$ cat config.mk
export PLATFORM = sky130hd
export DESIGN_NAME = beep_pattern_gen_flat
export DESIGN_NICKNAME = d
export VERILOG_FILES = /design/src/rtl/beep_pkg.sv /design/src/rtl/beep_pattern_gen_if.sv /design/src/rtl/beep_pattern_gen_ms_tick_gen.sv /design/src/rtl/beep_pattern_gen.sv /design/src/flat_wrapper.sv
export SDC_FILE = /design/constraint.sdc
export NUM_CORES = 1
export LEC_CHECK = 0
export ABC_CLOCK_PERIOD_IN_PS = 4650
export CAP_MARGIN = 25
export CORE_ASPECT_RATIO = 0.7
export CORE_MARGIN = 4
export CORE_UTILIZATION = 44
export CTS_CLUSTER_SIZE = 20
export DETAILED_ROUTE_END_ITERATION = 7
export GPL_ROUTABILITY_DRIVEN = 0
export PLACE_DENSITY = 0.74
export SLEW_MARGIN = 20
export SYNTH_ARGS = -nofsm -noshare
export SYNTH_HDL_FRONTEND = slang
export SYNTH_HIERARCHICAL = 1
export SYNTH_SLANG_ARGS = --single-unit
$ cat constraint.sdc
create_clock -name ext_clk_25m -period 4.65 [get_ports ext_clk_25m]
set_clock_uncertainty 0.05 [all_clocks]
set_input_delay 1.395 -clock ext_clk_25m [delete_from_list [all_inputs] [get_ports ext_clk_25m]]
set_output_delay 1.395 -clock ext_clk_25m [all_outputs]
set_load 0.005 [all_outputs]
$ cat src/rtl/beep_pkg.sv
// Shared definitions for the buzzer pattern generator.
// Latency: n/a (types and constants only).
// Backpressure: n/a.
//
// Holds the FSM state encoding, the default tone table (terminal counts)
// and the default ms prescaler divide ratio for a 25 MHz board clock.
package beep_pkg;

    typedef enum logic [1:0] {
        ST_IDLE = 2'd0,
        ST_ON   = 2'd1,
        ST_OFF  = 2'd2
    } state_t;

    // Clock cycles per 1 ms tick at 25 MHz.
    localparam int TICK_DIV = 25_000;

    // Tone counter width; must hold the largest table entry.
    localparam int TONE_W = 20;

    // Terminal counts, element [i] is tone_sel == i.
    // [0] 25 Hz click, [1] 440 Hz, [2] 1 kHz, [3] 2 kHz.
    localparam logic [3:0][TONE_W-1:0] TONE_TC = {
        20'd12_499,
        20'd24_999,
        20'd56_817,
        20'd999_999
    };

endpackage

$ cat src/rtl/beep_pattern_gen_if.sv
// Control/status bundle between board control logic and the buzzer driver.
// Latency: n/a (wiring only).
// Backpressure: none; start is ignored by the driver while busy is high.
//
// master: control side (drives start/abort/settings, observes status).
// slave : buzzer driver (consumes settings, drives busy/done/beep).
interface beep_pattern_gen_if #(
    parameter int MS_W  = 16,
    parameter int REP_W = 4
) ();

    logic             start;
    logic             abort;
    logic [1:0]       tone_sel;
    logic [MS_W-1:0]  on_ms;
    logic [MS_W-1:0]  off_ms;
    logic [REP_W-1:0] repeat_n;
    logic             busy;
    logic             done;
    logic             beep;

    modport master (
        output start, abort, tone_sel, on_ms, off_ms, repeat_n,
        input  busy, done, beep
    );

    modport slave (
        input  start, abort, tone_sel, on_ms, off_ms, repeat_n,
        output busy, done, beep
    );

endinterface

$ cat src/rtl/beep_pattern_gen_ms_tick_gen.sv
// Millisecond prescaler: one-cycle tick every TICK_DIV enabled cycles.
// Latency: first tick on the TICK_DIV-th enabled cycle after a clear.
// Backpressure: none; holds its count while en_i is low.
//
// Ports: clk_i/rst_ni clock and async active-low reset; en_i counts;
// clr_i synchronously zeroes the count (wins over en_i); tick_o pulse.
module ms_tick_gen #(
    parameter int TICK_DIV = 25_000
) (
    input  logic clk_i,
    input  logic rst_ni,
    input  logic en_i,
    input  logic clr_i,
    output logic tick_o
);

    localparam int              CNT_W = (TICK_DIV > 1) ? $clog2(TICK_DIV) : 1;
    localparam logic [CNT_W-1:0] LAST = CNT_W'(TICK_DIV - 1);

    logic [CNT_W-1:0] cnt_q;
    logic [CNT_W-1:0] cnt_d;

    always_comb begin
        cnt_d = cnt_q;
        if (clr_i) begin
            cnt_d = '0;
        end else if (en_i) begin
            cnt_d = (cnt_q == LAST) ? '0 : cnt_q + CNT_W'(1);
        end
    end

    always_ff @(posedge clk_i or negedge rst_ni) begin
        if (!rst_ni) begin
            cnt_q <= '0;
        end else begin
            cnt_q <= cnt_d;
        end
    end

    assign tick_o = en_i && !clr_i && (cnt_q == LAST);

endmodule

$ cat src/rtl/beep_pattern_gen.sv
// Buzzer driver: square-wave tone generator plus on/off burst sequencer.
// Latency: busy rises the edge start is sampled; beep follows one edge later.
// Backpressure: start is ignored while busy; abort ends a burst next edge.
//
// Ports: ext_clk_25m system clock; ext_rst_n async active-low reset;
// bus (slave) carries start/abort/tone_sel/on_ms/off_ms/repeat_n in and
// busy/done/beep out. MS_W/REP_W must match the connected interface.
module beep_pattern_gen #(
    parameter int                         TICK_DIV = beep_pkg::TICK_DIV,
    parameter int                         MS_W     = 16,
    parameter int                         REP_W    = 4,
    parameter int                         TONE_W   = beep_pkg::TONE_W,
    parameter logic [3:0][TONE_W-1:0]     TONE_TC  = beep_pkg::TONE_TC
) (
    input  logic                ext_clk_25m,
    input  logic                ext_rst_n,
    beep_pattern_gen_if.slave   bus
);

    import beep_pkg::*;

    state_t            state_q, state_d;
    logic [TONE_W-1:0] tc_q;
    logic [TONE_W:0]   half_q;          // (TC+1)/2, one bit wider so TC+1 cannot wrap
    logic [MS_W-1:0]   on_len_q;
    logic [MS_W-1:0]   off_len_q;
    logic [REP_W-1:0]  rep_q;
    logic [MS_W-1:0]   ms_cnt_q, ms_cnt_d;
    logic [REP_W-1:0]  beep_cnt_q, beep_cnt_d;
    logic [TONE_W-1:0] tone_cnt_q, tone_cnt_d;
    logic              beep_q, beep_d;
    logic              done_q, done_d;
    logic              latch;
    logic              tick;
    logic [TONE_W-1:0] sel_tc;
    logic [TONE_W:0]   sel_half;

    // Prescaler only runs during a burst and restarts on every accepted start,
    // so every phase boundary lands on a tick boundary.
    ms_tick_gen #(
        .TICK_DIV (TICK_DIV)
    ) u_ms_tick (
        .clk_i  (ext_clk_25m),
        .rst_ni (ext_rst_n),
        .en_i   (state_q != ST_IDLE),
        .clr_i  (latch),
        .tick_o (tick)
    );

    assign sel_tc   = TONE_TC[bus.tone_sel];
    assign sel_half = ({1'b0, sel_tc} + (TONE_W+1)'(1)) >> 1;

    always_comb begin
        state_d    = state_q;
        ms_cnt_d   = ms_cnt_q;
        beep_cnt_d = beep_cnt_q;
        tone_cnt_d = '0;
        done_d     = 1'b0;
        latch      = 1'b0;
        // Output lags the state by one edge: high half of the tone period.
        beep_d     = (state_q == ST_ON) && ({1'b0, tone_cnt_q} < half_q);

        unique case (state_q)
            ST_IDLE: begin
                if (bus.start && !bus.abort) begin
                    state_d    = ST_ON;
                    latch      = 1'b1;
                    ms_cnt_d   = '0;
                    beep_cnt_d = '0;
                end
            end
            ST_ON: begin
                if (bus.abort) begin
                    state_d  = ST_IDLE;
                    ms_cnt_d = '0;
                    beep_d   = 1'b0;
                end else if (tick && (ms_cnt_q == on_len_q - MS_W'(1))) begin
                    // End of ON phase; tone counter restarts whatever comes next.
                    ms_cnt_d   = '0;
                    beep_cnt_d = beep_cnt_q + REP_W'(1);
                    if ((rep_q != '0) && (beep_cnt_d == rep_q)) begin
                        state_d = ST_IDLE;
                        done_d  = 1'b1;
                    end else if (off_len_q == '0) begin
                        state_d = ST_ON;
                    end else begin
                        state_d = ST_OFF;
                    end
                end else begin
                    if (tick) begin
                        ms_cnt_d = ms_cnt_q + MS_W'(1);
                    end
                    tone_cnt_d = (tone_cnt_q == tc_q) ? '0 : tone_cnt_q + TONE_W'(1);
                end
            end
            ST_OFF: begin
                if (bus.abort) begin
                    state_d  = ST_IDLE;
                    ms_cnt_d = '0;
                    beep_d   = 1'b0;
                end else if (tick && (ms_cnt_q == off_len_q - MS_W'(1))) begin
                    state_d  = ST_ON;
                    ms_cnt_d = '0;
                end else if (tick) begin
                    ms_cnt_d = ms_cnt_q + MS_W'(1);
                end
            end
            default: begin
                state_d = ST_IDLE;
            end
        endcase
    end

    always_ff @(posedge ext_clk_25m or negedge ext_rst_n) begin
        if (!ext_rst_n) begin
            state_q    <= ST_IDLE;
            tc_q       <= '0;
            half_q     <= '0;
            on_len_q   <= '0;
            off_len_q  <= '0;
            rep_q      <= '0;
            ms_cnt_q   <= '0;
            beep_cnt_q <= '0;
            tone_cnt_q <= '0;
            beep_q     <= 1'b0;
            done_q     <= 1'b0;
        end else begin
            state_q    <= state_d;
            ms_cnt_q   <= ms_cnt_d;
            beep_cnt_q <= beep_cnt_d;
            tone_cnt_q <= tone_cnt_d;
            beep_q     <= beep_d;
            done_q     <= done_d;
            if (latch) begin
                tc_q      <= sel_tc;
                half_q    <= sel_half;
                // A zero-length ON phase is played as 1 ms.
                on_len_q  <= (bus.on_ms == '0) ? MS_W'(1) : bus.on_ms;
                off_len_q <= bus.off_ms;
                rep_q     <= bus.repeat_n;
            end
        end
    end

    assign bus.busy = (state_q != ST_IDLE);
    assign bus.done = done_q;
    assign bus.beep = beep_q;

endmodule
$ cat src/flat_wrapper.sv
// flat-port wrapper written by rule: the top's interface ports become plain ports
module beep_pattern_gen_flat import beep_pkg::*;
#(
    parameter int                         TICK_DIV = beep_pkg::TICK_DIV,
    parameter int                         MS_W     = 16,
    parameter int                         REP_W    = 4,
    parameter int                         TONE_W   = beep_pkg::TONE_W,
    parameter logic [3:0][TONE_W-1:0]     TONE_TC  = beep_pkg::TONE_TC
)
  (ext_clk_25m, ext_rst_n, bus_start, bus_abort, bus_tone_sel, bus_on_ms, bus_off_ms, bus_repeat_n, bus_busy, bus_done, bus_beep);
  beep_pattern_gen_if #(.MS_W(MS_W), .REP_W(REP_W)) bus_i ();
  input  logic ext_clk_25m;
  input  logic ext_rst_n;
  input wire logic [$bits(bus_i.start)-1:0] bus_start;
  input wire logic [$bits(bus_i.abort)-1:0] bus_abort;
  input wire logic [$bits(bus_i.tone_sel)-1:0] bus_tone_sel;
  input wire logic [$bits(bus_i.on_ms)-1:0] bus_on_ms;
  input wire logic [$bits(bus_i.off_ms)-1:0] bus_off_ms;
  input wire logic [$bits(bus_i.repeat_n)-1:0] bus_repeat_n;
  output wire logic [$bits(bus_i.busy)-1:0] bus_busy;
  output wire logic [$bits(bus_i.done)-1:0] bus_done;
  output wire logic [$bits(bus_i.beep)-1:0] bus_beep;
  assign bus_i.start = bus_start;
  assign bus_i.abort = bus_abort;
  assign bus_i.tone_sel = bus_tone_sel;
  assign bus_i.on_ms = bus_on_ms;
  assign bus_i.off_ms = bus_off_ms;
  assign bus_i.repeat_n = bus_repeat_n;
  assign bus_busy = bus_i.busy;
  assign bus_done = bus_i.done;
  assign bus_beep = bus_i.beep;
  beep_pattern_gen #(.TICK_DIV(TICK_DIV), .MS_W(MS_W), .REP_W(REP_W), .TONE_W(TONE_W), .TONE_TC(TONE_TC)) u_core (.ext_clk_25m(ext_clk_25m), .ext_rst_n(ext_rst_n), .bus(bus_i));
endmodule
# Word level (Yosys, flattened, before mapping)
# Cells that the tools add are included.
word_totals:
  elab_cells: 91
  output_inout_bits: 3
  input_bits: 42
  ramBits: 0
  latch_bits: 0
  memories: 0
  mem_bits_ro: 0
  reg_bits: 135
op_classes:
  addsub: 7
  n_reduce_logical: 21
  n_bitwise: 0
  eq_ne: 12
  muxes: 37
  order_cmp: 2
  div_mod_pow: 0
  n_mul: 0
  shifts: 0
op_table:
  columns: ["operator", "count"]
  rows:
  - ["$mux 16", 7]
  - ["$mux 20", 5]
  - ["$pmux 16 s3", 1]
  - ["$mux 15", 3]
  - ["$bmux 20 s2", 1]
  - ["$eq 16x16->1", 2]
  - ["$logic_not 16->1", 2]
  - ["$sub 16x1->16 const B", 2]
  - ["$add 20x1->21 const B", 1]
  - ["$add 20x1->20 const B", 1]
  - ["$eq 20x20->1", 1]
  - ["$lt 20x20->1", 1]
  - ["$add 16x1->16 const B", 1]
  - ["$add 15x1->15 const B", 1]
  - ["$eq 15x15->1 const B", 1]
  - ["$mux 2", 7]
  - ["$mux 4", 3]
  - ["$mux 1", 8]
  - ["$pmux 4 s2", 1]
  - ["$logic_and 1x1->1", 7]
  - ["$pmux 2 s3", 1]
  - ["$reduce_bool 2->1", 3]
  - ["$add 4x1->4 const B", 1]
  - ["$eq 4x4->1", 1]
  - ["other kinds (15)", 17]

# Longest topological paths before layout
# Gate-level depths: netlist (run 1).
depth:
  word_depth: 11
  depth_mapped: 18
  depth_no_buf: 15

# Hierarchy
# The synthesis (run 1) kept the hierarchy.
by_module_without_submodules:
  columns: ["module", "cells_per_inst", "instances", "area_each_um2", "seq_area_each_um2"]
  rows:
  - ["beep_pattern_gen", 746, 1, 6388.6, 2427.3]
  - ["ms_tick_gen", 95, 1, 879.6, 375.4]

# Worst setup path before layout (run 1)
# No wires, ideal clock.
synth_path:
  path_type: "input to register"
  startpoint: "input bus_abort"
  endpoint: "register u_core.ms_cnt_q[10]"
  setup_time_ns: 0.137
  path_buffers: 4
  cell_stages: 16
  path_slack_ns: -0.189
  arrival_time_ns: 4.652
  t_required_ns: 4.463
  cell_sequence: "nand2b_1 or2_2 clkbuf_1 clkinv_1 clkbuf_1 or2b_1 nor2_1 inv_1 nor4_1 o2111ai_1 a2111oi_2 a21oi_2 buf_2 buf_2 o211ai_1 o211ai_1"
synth_between:
  elab_chain_cells: 11
  elab_cells_between_ends: 17
  classes_between: "1 x eq/ne; 8 x mux; 8 x reduce/logical"
synth_rtl:
  columns: ["element", "line", "rtl"]
  rows:
  - ["start, declared", "flat_wrapper.sv:15", "input wire logic [$bits(bus_i.abort)-1:0] bus_abort;"]
  - ["$logic_not 1->1 (*)", "beep_pattern_gen.sv:65", "if (bus.start && !bus.abort) begin"]
  - ["$logic_and 1x1->1 (*)", "beep_pattern_gen.sv:65", null]
  - ["$mux 1 (*)", "beep_pattern_gen.sv:65", null]
  - ["$mux 1 (*)", "beep_pattern_gen.sv:63", "unique case (state_q)"]
  - ["named net u_core.latch", "beep_pattern_gen.sv:33", "logic latch;"]
  - ["$logic_not 1->1 (*)", "beep_pattern_gen_ms_tick_gen.sv:40", "assign tick_o = en_i && !clr_i && (cnt_q == LAST);"]
  - ["$logic_and 1x1->1 (*) (2 in a row)", "beep_pattern_gen_ms_tick_gen.sv:40", null]
  - ["named net u_core.tick", "beep_pattern_gen.sv:34", "logic tick;"]
  - ["$mux 16, or another cell as far along", null, null]
  - ["$mux 16, on equally long branches", "beep_pattern_gen.sv:101, beep_pattern_gen.sv:77", null]
  - ["$mux 16, on equally long branches", "beep_pattern_gen.sv:97, beep_pattern_gen.sv:73", null]
  - ["$pmux 16 s3 (*)", "beep_pattern_gen.sv:63", null]
  - ["end signal, assigned", "beep_pattern_gen.sv:129", "ms_cnt_q <= ms_cnt_d;"]
  - ["end, declared", "beep_pattern_gen.sv:28", "logic [MS_W-1:0] ms_cnt_q, ms_cnt_d;"]
# The timed path passes the listed nets; every way through them passes the cells marked *.
# A chain may end at the register's enable or synchronous reset.

# Worst setup path in the final report (run 1)
layout_path:
  startpoint: "input bus_abort"
  endpoint: "register u_core.ms_cnt_q[0]"
layout_between:
  elab_chain_cells: 11
  elab_cells_between_ends: 17
  classes_between: "1 x eq/ne; 8 x mux; 8 x reduce/logical"
layout_rtl:
  columns: ["element", "line"]
  rows:
  - ["$logic_not 1->1 (*)", "beep_pattern_gen.sv:65"]
  - ["$logic_and 1x1->1 (*)", "beep_pattern_gen.sv:65"]
  - ["$mux 1 (*)", "beep_pattern_gen.sv:65"]
  - ["$mux 1 (*)", "beep_pattern_gen.sv:63"]
  - ["$logic_not 1->1 (*)", "beep_pattern_gen_ms_tick_gen.sv:40"]
  - ["$logic_and 1x1->1 (*) (2 in a row)", "beep_pattern_gen_ms_tick_gen.sv:40"]
  - ["named net u_core.tick", "beep_pattern_gen.sv:34"]
  - ["$mux 16, or another cell as far along", null]
  - ["$mux 16, on equally long branches", "beep_pattern_gen.sv:101, beep_pattern_gen.sv:77"]
  - ["$mux 16, on equally long branches", "beep_pattern_gen.sv:97, beep_pattern_gen.sv:73"]
  - ["$pmux 16 s3 (*)", "beep_pattern_gen.sv:63"]
# Marked as above.

==> run metrics, run 1 <==
result of the run=finished clean; Gate power share=0.429; CP Data Required Time=4.84 ns; max_cap viols=0; relative slew slack=0.423; Detail Placement HPWL=~13,000 um; Area contributors post-synth=dfrtp_1, nand2_1, ha_1; ys async rst share=1.00; Post-CTS Hold Fix Bufs=0; RSZ-0062 raised after global routing=false; leakage=~3.6 nW; Gate Count Post-Synth=roughly 840; clk sinks=about 110; Critical Path Max Stage Delay=~0.47 ns; register area share after synthesis=0.386; internal power=roughly 2.4 mW; IO buf count=44; Final Hold Fails=0; gr usage total=0.196; fin area=about 8200 um2; Initial Utilization=0.447; wire length per cell=around 16 um; CP top delay family=compound AO/OA/AOI/OAI gates; Max VDD drop=approximately 0.25 mV; clock buffer depth=2; H-tree Lvls=3; Mapped Area=7270 um2; leading area contributor after synthesis=dfrtp_1; slowest cell on the critical path=clkdlybuf4s50_1; startpoint type of the worst setup path=input port; critical path type=input port to flip-flop; total core area=between 15,000 and 20,000 um2; vias in the first global route=5,737; CP Cell Sequence=clkdlybuf4s50_1, nand2b_1, or2_2, clkinv_2, or2b_1, nor2_2, inv_1, nor4_2, o2111ai_1, a2111oi_4, a21oi_2, buf_4, o211ai_1, a22oi_1; initial antenna violation count=0; ANT cells=0; Reg clk slew, reported paths=roughly 0.08 ns; Final setup viols=0; share of cells above drive strength 1=0.0721; Routed WL=17,800 um; share of the synthesized area in the top cell type=0.386; global-route wire length before repair=29,700 um; number of flops mapped to enable cells by yosys=0; Post-synth top flop=dfrtp_1; largest net degree at the start of global routing=between 50 and 60; total iterations of the first detailed-routing run=5; Post-Syn Area per Cell=between 8 and 9 um2; Clock Power Share=0.195; post-CTS setup buffers=0; FP Rows=39; CTS buffer count=9; Area after DPL=7920 um2; Post-Syn Nets=about 920; Iter 0 DRT Violations=slightly below 400; buffers and inverters on the worst path=4; capturing element type of the critical path=flip-flop; Net Switching=between 1.5 and 2 mW; CTS root buffer=clkbuf_16; chip width=162 um; Yosys cell types=between 80 and 90; Crit Path Max Fanout=14; Hold Path Class=flip-flop to flip-flop; Die H=between 100 and 150 um; Synth Register Bits=roughly 110; Final ANT Viol Nets=0; vias=between 6,000 and 7,000; CP arrival=4.52 ns; number of top-level pins=between 40 and 50; Yosys warning count=6; TritonCTS clock tree=yes; pre-CTS WS=-0.0858 ns; Net Sw Frac=0.426; Power Density=507 nW/um2; post-route minimum period=about 4.3 ns; worst setup margin=0.322 ns; Final nets=roughly 950; period utilisation layout=0.931; Layout area overhead=13.5%; # DRC=0; fin. max-slew vios=0; Die ar.=about 19,000 um2; fill cell count=around 1,500; Fmax achieved=~230 MHz; worst-margin pin slew=around 0.87 ns; Sequential Power Share=0.376; total gr overflow=0; via/cell ratio=5.59; clk_lat worst skew=0.36 ns
==> final cells by class <==
cell class                 instances  area (um2)  area share
inverter                          40         151      0.0184
clock buffer                      10         229      0.0278
timing repair buffer              55         533      0.0646
multi-input combinational        651        4170       0.506
sequential                       112        2800       0.340
clock inverter                     6        80.1     0.00971
tap                              225         282      0.0341
==> cells in the mapped netlist, drive strengths merged, types with 12 or more instances <==
master	instances
xnor2	40
nand3	31
nand4	14
nand2	168
o211ai	15
nor4	16
o21ai	38
ha	38
xor2	27
and3	14
a31oi	12
nor3	16
dfrtp	112
nor2	60
a21oi	22
clkbuf	28
nor2b	14
inv	39
==> cells by family after synthesis <==
| logic type | synth area share |
|---|---|
| AO/OA/AOI/OAI | 0.132 |
| XOR/XNOR | 0.0807 |
| adder cells (fa/ha/maj) | 0.0654 |
| buffers and inverters | 0.0437 |
| flip-flops | 0.386 |
| multiplexers | 0.0229 |
| AND/OR/NAND/NOR | 0.269 |
==> registers in the layout (all words and copies together) (netlist names), 2 cells and up <==
name,count
u_core/tone_cnt_q,20
u_core/ms_cnt_q,16
u_core/off_len_q,16
u_core/on_len_q,16
u_core/u_ms_tick/cnt_q,15
u_core/tc_q,11
u_core/half_q,6
u_core/beep_cnt_q,4
u_core/rep_q,4
u_core/state_q,2
==> through the flow <==
stage | TNS, ns | std cells | utilization | hold WS [ns] | power, mW
2_1_floorplan | 0 | 841 | - | 0.400 | 2.86
3_3_place_gp | 0 | 1083 | 0.487 | 0.418 | 3.29
3_5_place_dp | -2.23 | 1083 | 0.487 | 0.424 | 3.35
4_1_cts | 0 | 1099 | 0.506 | 0.443 | 4.18
5_1_grt | 0 | 1099 | 0.508 | 0.476 | 4.51
6_report | 0 | 1099 | 0.508 | 0.441 | 4.18
==> power by group through the flow <==
stage | Clock, mW | Sequential, mW | Combinational, mW
2_1_floorplan | 0 | 1.47 | 1.39
3_3_place_gp | 0 | 1.57 | 1.72
3_5_place_dp | 0 | 1.58 | 1.76
4_1_cts | 0.834 | 1.56 | 1.78
5_1_grt | 0.866 | 1.62 | 2.02
6_report | 0.815 | 1.57 | 1.79
==> placed cells by master, fill, tap and decap left out, types with 13 or more instances in the layout <==
master / netlist / final
nor3_1: 15 / 15
o211ai_1: 15 / 15
ha_1: 38 / 38
inv_1: 39 / 39
clkdlybuf4s50_1: 0 / 43
xnor2_1: 40 / 40
nand3_1: 31 / 31
nand4_1: 13 / 13
xor2_1: 27 / 27
nor2b_1: 14 / 14
nand2_1: 168 / 168
a21oi_1: 21 / 21
o21ai_0: 32 / 32
nor2_1: 59 / 58
dfrtp_1: 112 / 112
and3_1: 13 / 13
==> worst register-to-register path, cell delays in order, from the launching register on <==
cell and delay, ns:
dfrtp_1 0.43, inv_1 0.09, ha_1 0.29, inv_1 0.20, or2_2 0.17, clkinv_2 0.05, or2b_1 0.26, nor2_2 0.18
inv_1 0.11, nor4_2 0.35, o2111ai_1 0.24, a2111oi_4 0.41, a21oi_2 0.22, buf_4 0.25, o211ai_1 0.22, a22oi_1 0.11
==> timing repair <==
action / 4_1_cts / 5_1_grt
endpoints found under the setup margin: 0 / 36
endpoints found under the hold margin: 0 / 0
gates resized for setup: 0 / 2
==> layer usage <==
metal,GRT usage,vias to the layer above,share of wire
met5,0,-,0
met4,0.0423,0,0.0099
met3,0.0395,16,0.061
met2,0.295,173,0.42
met1,0.294,2970,0.50
li1,-,2985,-
==> final timing paths <==
path	cells after the start	slack (ns)	to	start
hold reg to reg	2	0.44	u_core/half_q[3]	u_core/half_q[3]
hold / removal	2	0.44	u_core/half_q[3]	u_core/half_q[3]
max in group asynchronous	2	2.66	u_core/ms_cnt_q[7]	ext_rst_n
setup reg to reg	15	0.90	u_core/ms_cnt_q[0]	u_core/state_q[0]
min in group asynchronous	1	1.02	u_core/tone_cnt_q[0]	ext_rst_n
setup / recovery	14	0.32	u_core/ms_cnt_q[0]	bus_abort
Note: power is estimated with default switching activity, not from simulation.
==> run 2, diff against run 1 <==
--- a/config.mk
+++ b/config.mk
@@ -6,7 +6,6 @@
 export NUM_CORES = 1
 export LEC_CHECK = 0
 export ABC_CLOCK_PERIOD_IN_PS = 4650
-export CAP_MARGIN = 25
 export CORE_ASPECT_RATIO = 0.7
 export CORE_MARGIN = 4
 export CORE_UTILIZATION = 44
==> results of run 2 <==
No change in the layout: final DEF, timing and power equal those of run 1.
